### src/rtl/bnn_pkg.sv
// bnn_pkg: shared definitions for the binary CNN sequencing controller.
// Contents: FSM state encoding, geometry helper functions, and default result widths.
package bnn_pkg;

  typedef enum logic [2:0] {
    S_IDLE   = 3'd0,
    S_CONV1  = 3'd1,
    S_CONV2  = 3'd2,
    S_ARGMAX = 3'd3,
    S_DONE   = 3'd4
  } state_t;

  localparam int ACC_W_DEF = 5;
  localparam int FC_W_DEF  = 10;

  // Number of valid conv output positions per channel (no padding, stride 1).
  function automatic int fmap_n(input int img_w, input int k);
    return (img_w - k + 1) * (img_w - k + 1);
  endfunction

  // Total weight words streamed across all channels in one phase.
  function automatic int wt_n(input int n_ch, input int k);
    return n_ch * k * k;
  endfunction

endpackage

### src/rtl/bnn_seq_ctrl_if.sv
// bnn_seq_ctrl_if: bundle of every non-clock/reset signal of bnn_seq_ctrl.
//   slave  : the controller side (takes start/conv/fc inputs, drives status/conv/class outputs)
//   master : the surrounding system (top-level handshake, conv units, fc array)
interface bnn_seq_ctrl_if
  import bnn_pkg::*;
#(
  parameter int N_CH    = 2,
  parameter int ACC_W   = ACC_W_DEF,
  parameter int N_CLASS = 10,
  parameter int FC_W    = FC_W_DEF
);
  localparam int SUM_W = ACC_W + $clog2(N_CH) + 1;
  localparam int IDX_W = $clog2(N_CLASS);

  logic                    start;
  logic                    busy;
  logic                    done;
  logic                    pic_din;
  logic [N_CH-1:0]         conv_done;
  logic [N_CH*ACC_W-1:0]   conv_result;
  logic [N_CH-1:0]         conv_result_valid;
  logic [N_CH-1:0]         conv_din;
  logic [N_CH-1:0]         conv_start;
  logic [N_CH-1:0]         weight_en;
  logic                    stage;
  logic [SUM_W-1:0]        conv2_sum;
  logic                    maxpool_valid;
  logic [N_CLASS*FC_W-1:0] fc_result;
  logic                    fc_result_valid;
  logic [N_CLASS-1:0]      classes;
  logic [IDX_W-1:0]        class_idx;

  modport slave (
    input  start, pic_din, conv_done, conv_result, conv_result_valid,
           fc_result, fc_result_valid,
    output busy, done, conv_din, conv_start, weight_en, stage,
           conv2_sum, maxpool_valid, classes, class_idx
  );

  modport master (
    output start, pic_din, conv_done, conv_result, conv_result_valid,
           fc_result, fc_result_valid,
    input  busy, done, conv_din, conv_start, weight_en, stage,
           conv2_sum, maxpool_valid, classes, class_idx
  );

endinterface

### src/rtl/bnn_argmax.sv
// bnn_argmax: snapshots the FC score vector and scans it one class per cycle.
//   i_start     : one-cycle pulse, captures i_scores and begins the scan
//   i_scores    : signed scores, class i at [i*FC_W +: FC_W]
//   o_finish    : high during the final compare cycle
//   o_classes   : one-hot winner, o_class_idx : winner index (both hold after the scan)
module bnn_argmax
  import bnn_pkg::*;
#(
  parameter int N_CLASS = 10,
  parameter int FC_W    = FC_W_DEF,
  localparam int IDX_W  = $clog2(N_CLASS)
) (
  input  logic                    clk,
  input  logic                    rstn,
  input  logic                    i_start,
  input  logic [N_CLASS*FC_W-1:0] i_scores,
  output logic                    o_finish,
  output logic [N_CLASS-1:0]      o_classes,
  output logic [IDX_W-1:0]        o_class_idx
);
  localparam logic [IDX_W-1:0] IDX_LAST = IDX_W'(N_CLASS - 1);
  localparam logic [FC_W-1:0]  FC_MIN   = {1'b1, {(FC_W-1){1'b0}}};

  logic [N_CLASS*FC_W-1:0] r_snap;
  logic                    r_run;
  logic [IDX_W-1:0]        r_idx;
  logic signed [FC_W-1:0]  r_best;
  logic signed [FC_W-1:0]  w_cand;
  logic                    w_win;
  logic [N_CLASS-1:0]      r_classes;
  logic [IDX_W-1:0]        r_class_idx;

  assign w_cand   = r_snap[r_idx*FC_W +: FC_W];
  // Class 0 always claims the first slot so a valid one-hot exists even when
  // every score sits at the minimum; later classes need a strictly larger score.
  assign w_win    = r_run && ((r_idx == '0) || (w_cand > r_best));
  assign o_finish = r_run && (r_idx == IDX_LAST);

  always_ff @(posedge clk or negedge rstn) begin
    if (!rstn) begin
      r_snap      <= '0;
      r_run       <= 1'b0;
      r_idx       <= '0;
      r_best      <= FC_MIN;
      r_classes   <= '0;
      r_class_idx <= '0;
    end else if (i_start) begin
      r_snap <= i_scores;
      r_run  <= 1'b1;
      r_idx  <= '0;
      r_best <= FC_MIN;
    end else if (r_run) begin
      if (w_win) begin
        r_best      <= w_cand;
        r_classes   <= {{(N_CLASS-1){1'b0}}, 1'b1} << r_idx;
        r_class_idx <= r_idx;
      end
      if (r_idx == IDX_LAST) r_run <= 1'b0;
      else                   r_idx <= r_idx + 1'b1;
    end
  end

  assign o_classes   = r_classes;
  assign o_class_idx = r_class_idx;

endmodule

### src/rtl/bnn_seq_ctrl.sv
// bnn_seq_ctrl: sequences the binary CNN through CONV1, CONV2 replay, FC and argmax.
//   clk, rstn : rising-edge clock, asynchronous active-low reset
//   bus       : bnn_seq_ctrl_if.slave -- start/busy/done handshake, per-channel conv
//               control and data, channel sum / maxpool strobe, FC scores and class outputs
// Owns one binarised feature map per channel: written from conv results in CONV1,
// replayed serially into the conv units in CONV2.
module bnn_seq_ctrl
  import bnn_pkg::*;
#(
  parameter int N_CH    = 2,
  parameter int IMG_W   = 28,
  parameter int K       = 3,
  parameter int ACC_W   = ACC_W_DEF,
  parameter int N_CLASS = 10,
  parameter int FC_W    = FC_W_DEF
) (
  input logic           clk,
  input logic           rstn,
  bnn_seq_ctrl_if.slave bus
);
  localparam int FMAP_N = fmap_n(IMG_W, K);
  localparam int WT_N   = wt_n(N_CH, K);
  localparam int KK     = K * K;
  localparam int PTR_W  = (FMAP_N > 1) ? $clog2(FMAP_N) : 1;
  localparam int WT_CW  = $clog2(WT_N + 1);
  localparam int SUM_W  = ACC_W + $clog2(N_CH) + 1;
  localparam logic [PTR_W-1:0] PTR_LAST = PTR_W'(FMAP_N - 1);
  localparam logic [WT_CW-1:0] WT_SAT   = WT_CW'(WT_N);

  state_t           r_state, w_state_next;
  logic             w_busy, w_done, w_stage, w_conv_phase, w_phase_entry;
  logic [N_CH-1:0]  r_done_seen, w_conv_start, w_weight_en, w_conv_din;
  logic [WT_CW-1:0] r_wt_cnt;
  logic [SUM_W-1:0] r_conv2_sum, w_sum;
  logic             r_maxpool_valid;
  logic             w_argmax_start, w_argmax_finish;

  always_ff @(posedge clk or negedge rstn) begin
    if (!rstn) r_state <= S_IDLE;
    else       r_state <= w_state_next;
  end

  // stage reads 0 in IDLE as well as CONV1, so it is 0 out of reset.
  always_comb begin
    w_state_next = r_state;
    w_busy       = 1'b1;
    w_done       = 1'b0;
    w_stage      = 1'b1;
    w_conv_phase = 1'b0;
    case (r_state)
      S_IDLE: begin
        w_busy  = 1'b0;
        w_stage = 1'b0;
        if (bus.start) w_state_next = S_CONV1;
      end
      S_CONV1: begin
        w_stage      = 1'b0;
        w_conv_phase = 1'b1;
        if (&r_done_seen) w_state_next = S_CONV2;
      end
      S_CONV2: begin
        w_conv_phase = 1'b1;
        if (bus.fc_result_valid) w_state_next = S_ARGMAX;
      end
      S_ARGMAX: begin
        if (w_argmax_finish) w_state_next = S_DONE;
      end
      S_DONE: begin
        w_done       = 1'b1;
        w_state_next = S_IDLE;
      end
      default: begin
        w_busy       = 1'b0;
        w_stage      = 1'b0;
        w_state_next = S_IDLE;
      end
    endcase
  end

  // Per-phase bookkeeping (done_seen, weight counter, pointers) restarts on this.
  assign w_phase_entry = (w_state_next != r_state) &&
                         ((w_state_next == S_CONV1) || (w_state_next == S_CONV2));
  assign w_argmax_start = (r_state == S_CONV2) && bus.fc_result_valid;

  always_ff @(posedge clk or negedge rstn) begin
    if (!rstn)              r_done_seen <= '0;
    else if (w_phase_entry) r_done_seen <= '0;
    else                    r_done_seen <= r_done_seen | bus.conv_done;
  end

  always_ff @(posedge clk or negedge rstn) begin
    if (!rstn)                                       r_wt_cnt <= '0;
    else if (w_phase_entry)                          r_wt_cnt <= '0;
    else if ((|w_conv_start) && (r_wt_cnt != WT_SAT)) r_wt_cnt <= r_wt_cnt + 1'b1;
  end

  for (genvar gi = 0; gi < N_CH; gi++) begin : g_ch
    localparam logic [WT_CW-1:0] WT_LO = WT_CW'(gi * KK);
    localparam logic [WT_CW-1:0] WT_HI = WT_CW'((gi + 1) * KK);

    logic [FMAP_N-1:0] r_fmap;
    logic [PTR_W-1:0]  r_ptr;
    logic [PTR_W-1:0]  w_ptr_inc;
    logic              w_sign;
    logic              w_wr;

    assign w_conv_start[gi] = w_conv_phase && !r_done_seen[gi];
    assign w_weight_en[gi]  = w_conv_start[gi] && (r_wt_cnt >= WT_LO) && (r_wt_cnt < WT_HI);

    assign w_sign    = bus.conv_result[gi*ACC_W + ACC_W - 1];
    assign w_wr      = (r_state == S_CONV1) && bus.conv_result_valid[gi];
    assign w_ptr_inc = (r_ptr == PTR_LAST) ? '0 : r_ptr + 1'b1;

    always_ff @(posedge clk or negedge rstn) begin
      if (!rstn) begin
        r_fmap <= '0;
        r_ptr  <= '0;
      end else begin
        // A non-negative result binarises to 1.
        if (w_wr) r_fmap[r_ptr] <= ~w_sign;
        if (w_phase_entry)
          r_ptr <= '0;
        else if (w_wr || ((r_state == S_CONV2) && w_conv_start[gi]))
          r_ptr <= w_ptr_inc;
      end
    end

    assign w_conv_din[gi] = (r_state == S_CONV1) ? bus.pic_din : r_fmap[r_ptr];
  end

  // Sign-extended lane sum; SUM_W leaves headroom for N_CH full-scale lanes.
  always_comb begin
    w_sum = '0;
    for (int c = 0; c < N_CH; c++)
      w_sum = w_sum + SUM_W'($signed(bus.conv_result[c*ACC_W +: ACC_W]));
  end

  always_ff @(posedge clk or negedge rstn) begin
    if (!rstn) begin
      r_conv2_sum     <= '0;
      r_maxpool_valid <= 1'b0;
    end else begin
      r_conv2_sum     <= w_sum;
      r_maxpool_valid <= (&bus.conv_result_valid) && (r_state == S_CONV2);
    end
  end

  bnn_argmax #(
    .N_CLASS (N_CLASS),
    .FC_W    (FC_W)
  ) u_argmax (
    .clk         (clk),
    .rstn        (rstn),
    .i_start     (w_argmax_start),
    .i_scores    (bus.fc_result),
    .o_finish    (w_argmax_finish),
    .o_classes   (bus.classes),
    .o_class_idx (bus.class_idx)
  );

  assign bus.busy          = w_busy;
  assign bus.done          = w_done;
  assign bus.stage         = w_stage;
  assign bus.conv_start    = w_conv_start;
  assign bus.weight_en     = w_weight_en;
  assign bus.conv_din      = w_conv_din;
  assign bus.conv2_sum     = r_conv2_sum;
  assign bus.maxpool_valid = r_maxpool_valid;

endmodule

### src/flat_wrapper.sv
// flat-port wrapper written by rule: the top's interface ports become plain ports
module bnn_seq_ctrl_flat import bnn_pkg::*;
#(
  parameter int N_CH    = 2,
  parameter int IMG_W   = 28,
  parameter int K       = 3,
  parameter int ACC_W   = ACC_W_DEF,
  parameter int N_CLASS = 10,
  parameter int FC_W    = FC_W_DEF
)
  (clk, rstn, bus_start, bus_pic_din, bus_conv_done, bus_conv_result, bus_conv_result_valid, bus_fc_result, bus_fc_result_valid, bus_busy, bus_done, bus_conv_din, bus_conv_start, bus_weight_en, bus_stage, bus_conv2_sum, bus_maxpool_valid, bus_classes, bus_class_idx);
  bnn_seq_ctrl_if #(.N_CH(N_CH), .ACC_W(ACC_W), .N_CLASS(N_CLASS), .FC_W(FC_W)) bus_i ();
  input logic clk;
  input logic rstn;
  input wire logic [$bits(bus_i.start)-1:0] bus_start;
  input wire logic [$bits(bus_i.pic_din)-1:0] bus_pic_din;
  input wire logic [$bits(bus_i.conv_done)-1:0] bus_conv_done;
  input wire logic [$bits(bus_i.conv_result)-1:0] bus_conv_result;
  input wire logic [$bits(bus_i.conv_result_valid)-1:0] bus_conv_result_valid;
  input wire logic [$bits(bus_i.fc_result)-1:0] bus_fc_result;
  input wire logic [$bits(bus_i.fc_result_valid)-1:0] bus_fc_result_valid;
  output wire logic [$bits(bus_i.busy)-1:0] bus_busy;
  output wire logic [$bits(bus_i.done)-1:0] bus_done;
  output wire logic [$bits(bus_i.conv_din)-1:0] bus_conv_din;
  output wire logic [$bits(bus_i.conv_start)-1:0] bus_conv_start;
  output wire logic [$bits(bus_i.weight_en)-1:0] bus_weight_en;
  output wire logic [$bits(bus_i.stage)-1:0] bus_stage;
  output wire logic [$bits(bus_i.conv2_sum)-1:0] bus_conv2_sum;
  output wire logic [$bits(bus_i.maxpool_valid)-1:0] bus_maxpool_valid;
  output wire logic [$bits(bus_i.classes)-1:0] bus_classes;
  output wire logic [$bits(bus_i.class_idx)-1:0] bus_class_idx;
  assign bus_i.start = bus_start;
  assign bus_i.pic_din = bus_pic_din;
  assign bus_i.conv_done = bus_conv_done;
  assign bus_i.conv_result = bus_conv_result;
  assign bus_i.conv_result_valid = bus_conv_result_valid;
  assign bus_i.fc_result = bus_fc_result;
  assign bus_i.fc_result_valid = bus_fc_result_valid;
  assign bus_busy = bus_i.busy;
  assign bus_done = bus_i.done;
  assign bus_conv_din = bus_i.conv_din;
  assign bus_conv_start = bus_i.conv_start;
  assign bus_weight_en = bus_i.weight_en;
  assign bus_stage = bus_i.stage;
  assign bus_conv2_sum = bus_i.conv2_sum;
  assign bus_maxpool_valid = bus_i.maxpool_valid;
  assign bus_classes = bus_i.classes;
  assign bus_class_idx = bus_i.class_idx;
  bnn_seq_ctrl #(.N_CH(N_CH), .IMG_W(IMG_W), .K(K), .ACC_W(ACC_W), .N_CLASS(N_CLASS), .FC_W(FC_W)) u_core (.clk(clk), .rstn(rstn), .bus(bus_i));
endmodule
### config.mk
export PLATFORM = sky130hd
export DESIGN_NAME = bnn_seq_ctrl_flat
export DESIGN_NICKNAME = d
export VERILOG_FILES = /design/src/rtl/bnn_pkg.sv /design/src/rtl/bnn_seq_ctrl_if.sv /design/src/rtl/bnn_argmax.sv /design/src/rtl/bnn_seq_ctrl.sv /design/src/flat_wrapper.sv
export SDC_FILE = /design/constraint.sdc
export NUM_CORES = 2
export LEC_CHECK = 0
export ABC_AREA = 1
export BUFFER_PORTS_ARGS = -buffer_cell sky130_fd_sc_hd__buf_2
export CAP_MARGIN = 10
export CORE_ASPECT_RATIO = 1.25
export CORE_MARGIN = 8
export CORE_UTILIZATION = 40
export CTS_CLUSTER_SIZE = 8
export DETAILED_ROUTE_END_ITERATION = 6
export GPL_TIMING_DRIVEN = 0
export HOLD_SLACK_MARGIN = 0.03
export PLACE_DENSITY = 0.62
export SLEW_MARGIN = 5
export SYNTH_ARGS = -nofsm -noshare
export SYNTH_HDL_FRONTEND = slang
export SYNTH_SLANG_ARGS = --single-unit
### constraint.sdc
create_clock -name clk -period 3.9 [get_ports clk]
set_input_delay 0.78 -clock clk [delete_from_list [all_inputs] [get_ports clk]]
set_output_delay 0.78 -clock clk [all_outputs]
set_load 0.005 [all_outputs]
# [Word-level counts from Yosys, hierarchy flattened]
# Index checks and enable logic that the tools add are counted.
[totals] mem_bits_ro=0 memories=0 reg_bits=1519 ram_bits=0 in_bits=119 wordCells=127 latch_bits=0
[op_classes] n_reduce_logical=40 bitwise_logic=4 n_div=0 add_sub_neg=5 eq_ne=12 order_cmp=9 mul=1 mux=39 n_shift=2
[ops] op="$bwmux 676" n=2
[ops] op="$shiftx 100x9->10" n=1
[ops] op="$mux 10" n=9
[ops] op="$lt 10x11->1 const B" n=2
[ops] op="$add 10x1->10 const B" n=2
[ops] op="$bmux 1 s10" n=2
[ops] op="$demux 1 s10" n=2
[ops] op="$eq 10x10->1 const B" n=2
[ops] op="$ge 10x1->1 const B" n=2
[ops] op="$logic_and 1x1->1" n=18
[ops] op="$mux 1" n=13
[ops] op="$mux 3" n=4
[ops] op="$mux 4" n=3
[ops] op="$pmux 3 s4" n=1
[ops] op="$gt 10x10->1" n=1
[ops] op="$mux 5" n=2
[ops] op="$reduce_bool 2->1" n=5
[ops] op="$shl 1x4->10 const A" n=1
[ops] op="$eq 3x2->1 const B" n=3
[ops] op="$reduce_and 2->1" n=4
[ops] op="$mul 4x3->7 const B" n=1
[ops] op="$add 5x5->6" n=1
[ops] op="$eq 3x1->1 const B" n=2
[ops] op="$add 5x1->5 const B" n=1
[ops] op="21 further kinds" n=28

# [Longest topological paths before layout]
[depth] word_depth=8 depth_mapped=22

# [Hierarchy]
# Synthesis repeated with hierarchy kept, for this count alone.
[unflattened] hier_cells=10775 area_unflattened_um2=78651.7
[modules_own_cells] mod="bnn_seq_ctrl" area_each_um2=72320.6 cells_each=9968 n_inst=1 seq_area_each_um2=34758.3
[modules_own_cells] mod="bnn_argmax" area_each_um2=6331.1 cells_each=807 n_inst=1 seq_area_each_um2=3229.3

# [Worst setup path before layout]
# OpenSTA, ideal clock, no wires.
[synth_path] path_type="register to register" start="reg u_core.u_argmax.r_idx[0]" end="reg u_core.u_argmax.r_best[1]" synth_period_minus_slack_ns=3.034 setup_time_ns=0.117 arrival_ns=2.917 path_buffers=4 stages_incl_launch_ff=20 setup_slack_ns=0.866 cell_sequence="dfrtp_1 > clkbuf_1 > inv_1 > clkbuf_1 > clkbuf_1 > nand2_1 > a21oi_1 > a31o_2 > ha_1 > a21oi_1 > o21ai_0 > a21oi_1 > o211ai_1 > o211ai_1 > nand2_1 > nand3_1 > clkbuf_1 > inv_1 > nand2_1 > nand2_1"
[synth_between] elab_chain_cells=7 word_cells_on_any_way=11
[synth_rtl] item="start: declaration" line_no="bnn_argmax.sv:26" rtl="logic [IDX_W-1:0] r_idx;"
[synth_rtl] item="start signal: assignment" line_no="bnn_argmax.sv:59" rtl="else r_idx <= r_idx + 1'b1;"
[synth_rtl] item="$mul 4x3->7" line_no="bnn_argmax.sv:33" rtl="assign w_cand = r_snap[r_idx*FC_W +: FC_W];"
[synth_rtl] item="$shiftx 100x9->10" line_no="bnn_argmax.sv:33"
[synth_rtl] item="$gt 10x10->1" line_no="bnn_argmax.sv:36" rtl="assign w_win = r_run && ((r_idx == '0) || (w_cand > r_best));"
[synth_rtl] item="$logic_or 1x1->1" line_no="bnn_argmax.sv:36"
[synth_rtl] item="$logic_and 1x1->1" line_no="bnn_argmax.sv:36"
[synth_rtl] item="$reduce_bool 2->1 (no source line)"
[synth_rtl] item="$reduce_and 2->1 (no source line)"
[synth_rtl] item="end signal: assignment" line_no="bnn_argmax.sv:54" rtl="r_best <= w_cand;"
[synth_rtl] item="end: declaration" line_no="bnn_argmax.sv:27" rtl="logic signed [FC_W-1:0] r_best;"
# Several ways; a longest one is shown, not always the timed one. The select of a mux whose other input is x is not followed.
# A chain may end at the register's enable or synchronous reset.

# [Worst setup path in the final report]
[layout_path] start="reg u_core.g_ch[1].r_ptr[2]" end="out bus_conv_din[1]"
[layout_between] elab_chain_cells=3
[layout_rtl] item="start: declaration" line_no="bnn_seq_ctrl.sv:102" rtl="logic [PTR_W-1:0] r_ptr;"
[layout_rtl] item="start signal: assignment" line_no="bnn_seq_ctrl.sv:124" rtl="r_ptr <= w_ptr_inc;"
[layout_rtl] item="$bmux 1 s10" line_no="bnn_seq_ctrl.sv:128" rtl="assign w_conv_din[gi] = (r_state == S_CONV1) ? bus.pic_din : r_fmap[r_ptr];"
[layout_rtl] item="$mux 1 (not written as such)" line_no="bnn_seq_ctrl.sv:128"
[layout_rtl] item="$mux 1" line_no="bnn_seq_ctrl.sv:128"
[layout_rtl] item="end: declaration" line_no="flat_wrapper.sv:24" rtl="output wire logic [$bits(bus_i.conv_din)-1:0] bus_conv_din;"
# No other way between the ends. The select of a mux whose other input is x is not followed.

==> results.txt <==
DR vias -> 80,800
Required time worst endpoint -> 3.12 ns
Die height -> 512 microns
Share of synthesized flip-flops with an asynchronous set or reset -> 100%
Cell with the largest stage delay on the worst path -> buf_4
PnR worst setup slack -> -0.658 ns
Crit path arrival time -> 3.78 ns
Run status -> complete, but fails checks
Final weighted congestion of routability-driven global placement -> 1.08
Pin count of the biggest net entering global routing -> 145
Yosys synthesis warning count -> 0
Number of buffers on the longest clock path -> 3
Number of register bits inferred by synthesis -> 1,518
Worst vdd rail ir drop -> 0.510 mV
Syn-to-layout area delta -> 17.2%
WS Path Type -> register to output port
Share of the clock period used by the worst path -> 117%
Violated checks -> design-rule violations, max-capacitance violations, negative setup slack
GRT Resource Usage Total -> 38.9%
RSZ-0062 raised after global routing -> true
Upper clock frequency limit -> 0.219 GHz
Most common cell on crit path -> nand2_1
Clock period minus worst slack -> 4.56 ns
CTS sink count -> 1,518
Master cell of the clock root buffer -> clkbuf_16
Cts bufs inserted -> 208
Cell row count -> 182
Initial Util -> 40.1%
Clock insertion delay at the later pin of the skew report -> 0.90 ns
Fraction of layout instances using a drive strength above 1 -> 9.82%
Commonest cells after routing, fill and taps aside -> 2,556 x nand2_1, 2,297 x nor2_1, 1,516 x dfrtp_1
Distinct cells, synth -> 43
Detailed-route wire length -> 423 mm
Worst-margin pin slew -> 1.49 ns
Final std cell area, no fill -> 92,200 sq um
Worst Setup End Kind -> output port
Critical path, cell by cell -> buf_2 -> nor2_2 -> buf_4 -> nand2_1 -> nand2_1 -> nor2_1 -> nand2_1 -> nand2_1 -> nand2_1 -> nor2_2 -> nor2_2 -> nor2_4 -> nand3_4 -> nand2_2 -> nand2_1 -> buf_2
EDFF count, synth -> 0
Global-route wire length before repair -> 582 mm
Number of global-route vias before repair -> 76,700
Fin Clk Skew -> 0.0411 ns
Horizontal extent of the die -> 413 microns
Stage delay of the slowest cell on the critical path -> 0.46 ns
Hold crit path type -> input port to register
Power density relative to cell area -> 618 nW/um^2
Number of vias per cell after detailed routing -> 5.83
1st-iter DRT viols -> 9,843
Number of hold violations in the final report -> 0
Detailed placer's ending HPWL -> 298 mm
Synth area leaders -> dfrtp_1 48%, nand2_1 12%, nor2_1 11%
Sort of element at the start of the critical path -> register
Post-synthesis area per instance -> 7.29 sq um
Leading register cell type out of synthesis -> dfrtp_1
Instance area at placement -> 83,300 sq um
Clock tree from TritonCTS -> yes
Synthesized netlist net count -> 10,900
Static leakage -> 44.3 nW
Cell accounting for the most synthesized area -> dfrtp_1
Final setup violation count -> 32
Total Negative Setup Slacks -> -3.90 ns
Final core utilization -> 47.0%
Total I/O pin count -> 150
Setup slack after placement -> -1.15 ns
Post-Synthesis Cell Area -> 78,700 sq um
H-tree levels -> 4
Most common library cell in the layout ignoring fill and taps -> nand2_1
Post-synthesis cell count -> 10,800
CP max FO -> 12
Net count reported at finish -> 11,400
Total die area -> 211,000 sq um
Total of buffers placed on input and output ports -> 149
Relative slew slack -> 0.201%
Initial antenna violation count -> 30
Total congestion overflow after global routing -> 0
# Max-Cap Violations -> 1
Register area share after synthesis -> 48.3%
Antenna Violating Nets Remaining -> 0
Clock slew at the register clock pins of the worst setup and hold paths -> 0.06 ns
Core region area -> 196,000 sq um
Yosys top cell area share -> 48.3%
Max Transition Viols Final -> 0
Detail-routed net length per standard cell -> 30.5 microns
Number of iterations in the first detailed-routing pass -> 7
Count of unresolved DRC violations after routing -> 12
[report_power, final]
part	internal (mW)	switching [mW]
logic	6.41	16.4
registers	16.6	0.607
clock network	9.53	7.42
total	32.6	24.4
[logic make-up after synthesis]
family,synth area share [%]
simple gates,27.5
compound gates,13.2
buf+inv,7.96
flops,48.3
mux,2.39
fa+ha+maj,0.534
xor+xnor,0.111
[layout make-up]
type                       count  area, sq um
inverter                     849         3210
tap                         2576         3220
multi-input combinational   7701        35000
clock buffer                 231         5340
timing repair buffer         238         2120
sequential                  1518        38000
antenna                       20         50.0
buffer                       722         5020
clock inverter                13          228
fill                       19700       104000
[Yosys cell counts (all sizes together) (6+ instances only)]
library cell,count
o221ai,15
dfrtp,1517
o21ai,613
o21a,37
nand3,452
o22ai,13
nor3,28
nor2,2406
buf,258
mux2i,188
o31ai,12
clkinv,6
nand2,2624
xor2,8
o211ai,26
a21oi,973
nand4,7
ha,32
a31oi,251
clkbuf,465
inv,843
[repair_timing]
item,4_1_cts,5_1_grt
endpoints found under the hold margin,69,0
pin swaps,25,36
buffers inserted,21,29
setup endpoints to repair,506,152
gates resized for setup,680,247
gates cloned,1,7
hold buffers,1,0
[worst max-delay path, delay by kind of cell (launching register included)]
| family | cells | cell delay (ns) |
|---|---|---|
| buf+inv | 3 | 0.76 |
| simple gates | 13 | 1.71 |
| flops | 1 | 0.35 |
[metal layers]
layer | GRT usage (%) | vias up | share of wire (%)
met3 | 10.1 | 1963 | 9.6
li1 | - | 35100 | -
met5 | 0 | - | 0.030
met2 | 59.8 | 5193 | 44
met4 | 38.9 | 20 | 13
met1 | 42.5 | 38500 | 34
[sequential cells by signal, summed over array words and instances (netlist names), 4 cells and up]
signal	cells
u_core.u_argmax.o_class_idx	4
u_core.g_ch.r_ptr	20
u_core.u_argmax.r_snap	100
u_core.u_argmax.r_best	10
u_core.u_argmax.r_idx	4
u_core.g_ch.r_fmap	1352
u_core.u_argmax.o_classes	10
u_core.r_wt_cnt	5
u_core.bus.conv2_sum	6
[worst paths after layout]
check	cells after the start	start	slack (ns)	end
max	16	u_core.g_ch[1].r_ptr[2]$_DFFE_PN0P_	-0.66	bus_conv_din[1]
min	3	bus_fc_result[97]	0.08	u_core.u_argmax.r_snap[97]$_DFFE_PN0P_
min in group asynchronous	2	rstn	0.41	u_core.g_ch[0].r_fmap[2]$_DFFE_PN0P_
max in group asynchronous	6	rstn	0.62	u_core.g_ch[0].r_fmap[635]$_DFFE_PN0P_
min reg2reg	2	u_core.u_argmax.r_snap[22]$_DFFE_PN0P_	0.47	u_core.u_argmax.r_snap[22]$_DFFE_PN0P_
max reg2reg	9	u_core.g_ch[0].r_ptr[6]$_DFFE_PN0P_	-0.05	u_core.g_ch[0].r_fmap[92]$_DFFE_PN0P_
[per-stage QoR]
| step | power (mW) | cells | hold slack (ns) |
|---|---|---|---|
| final | 57.0 | 13900 | 0.0778 |
| after detailed placement | 36.5 | 13500 | 0.461 |
| after floorplan | 26.8 | 10800 | 0.444 |
| after global routing | 58.3 | 13900 | 0.0740 |
| after CTS | 54.9 | 13800 | 0.0465 |
| after global placement | 36.3 | 13500 | 0.459 |
(Power assumes the default switching activity.)
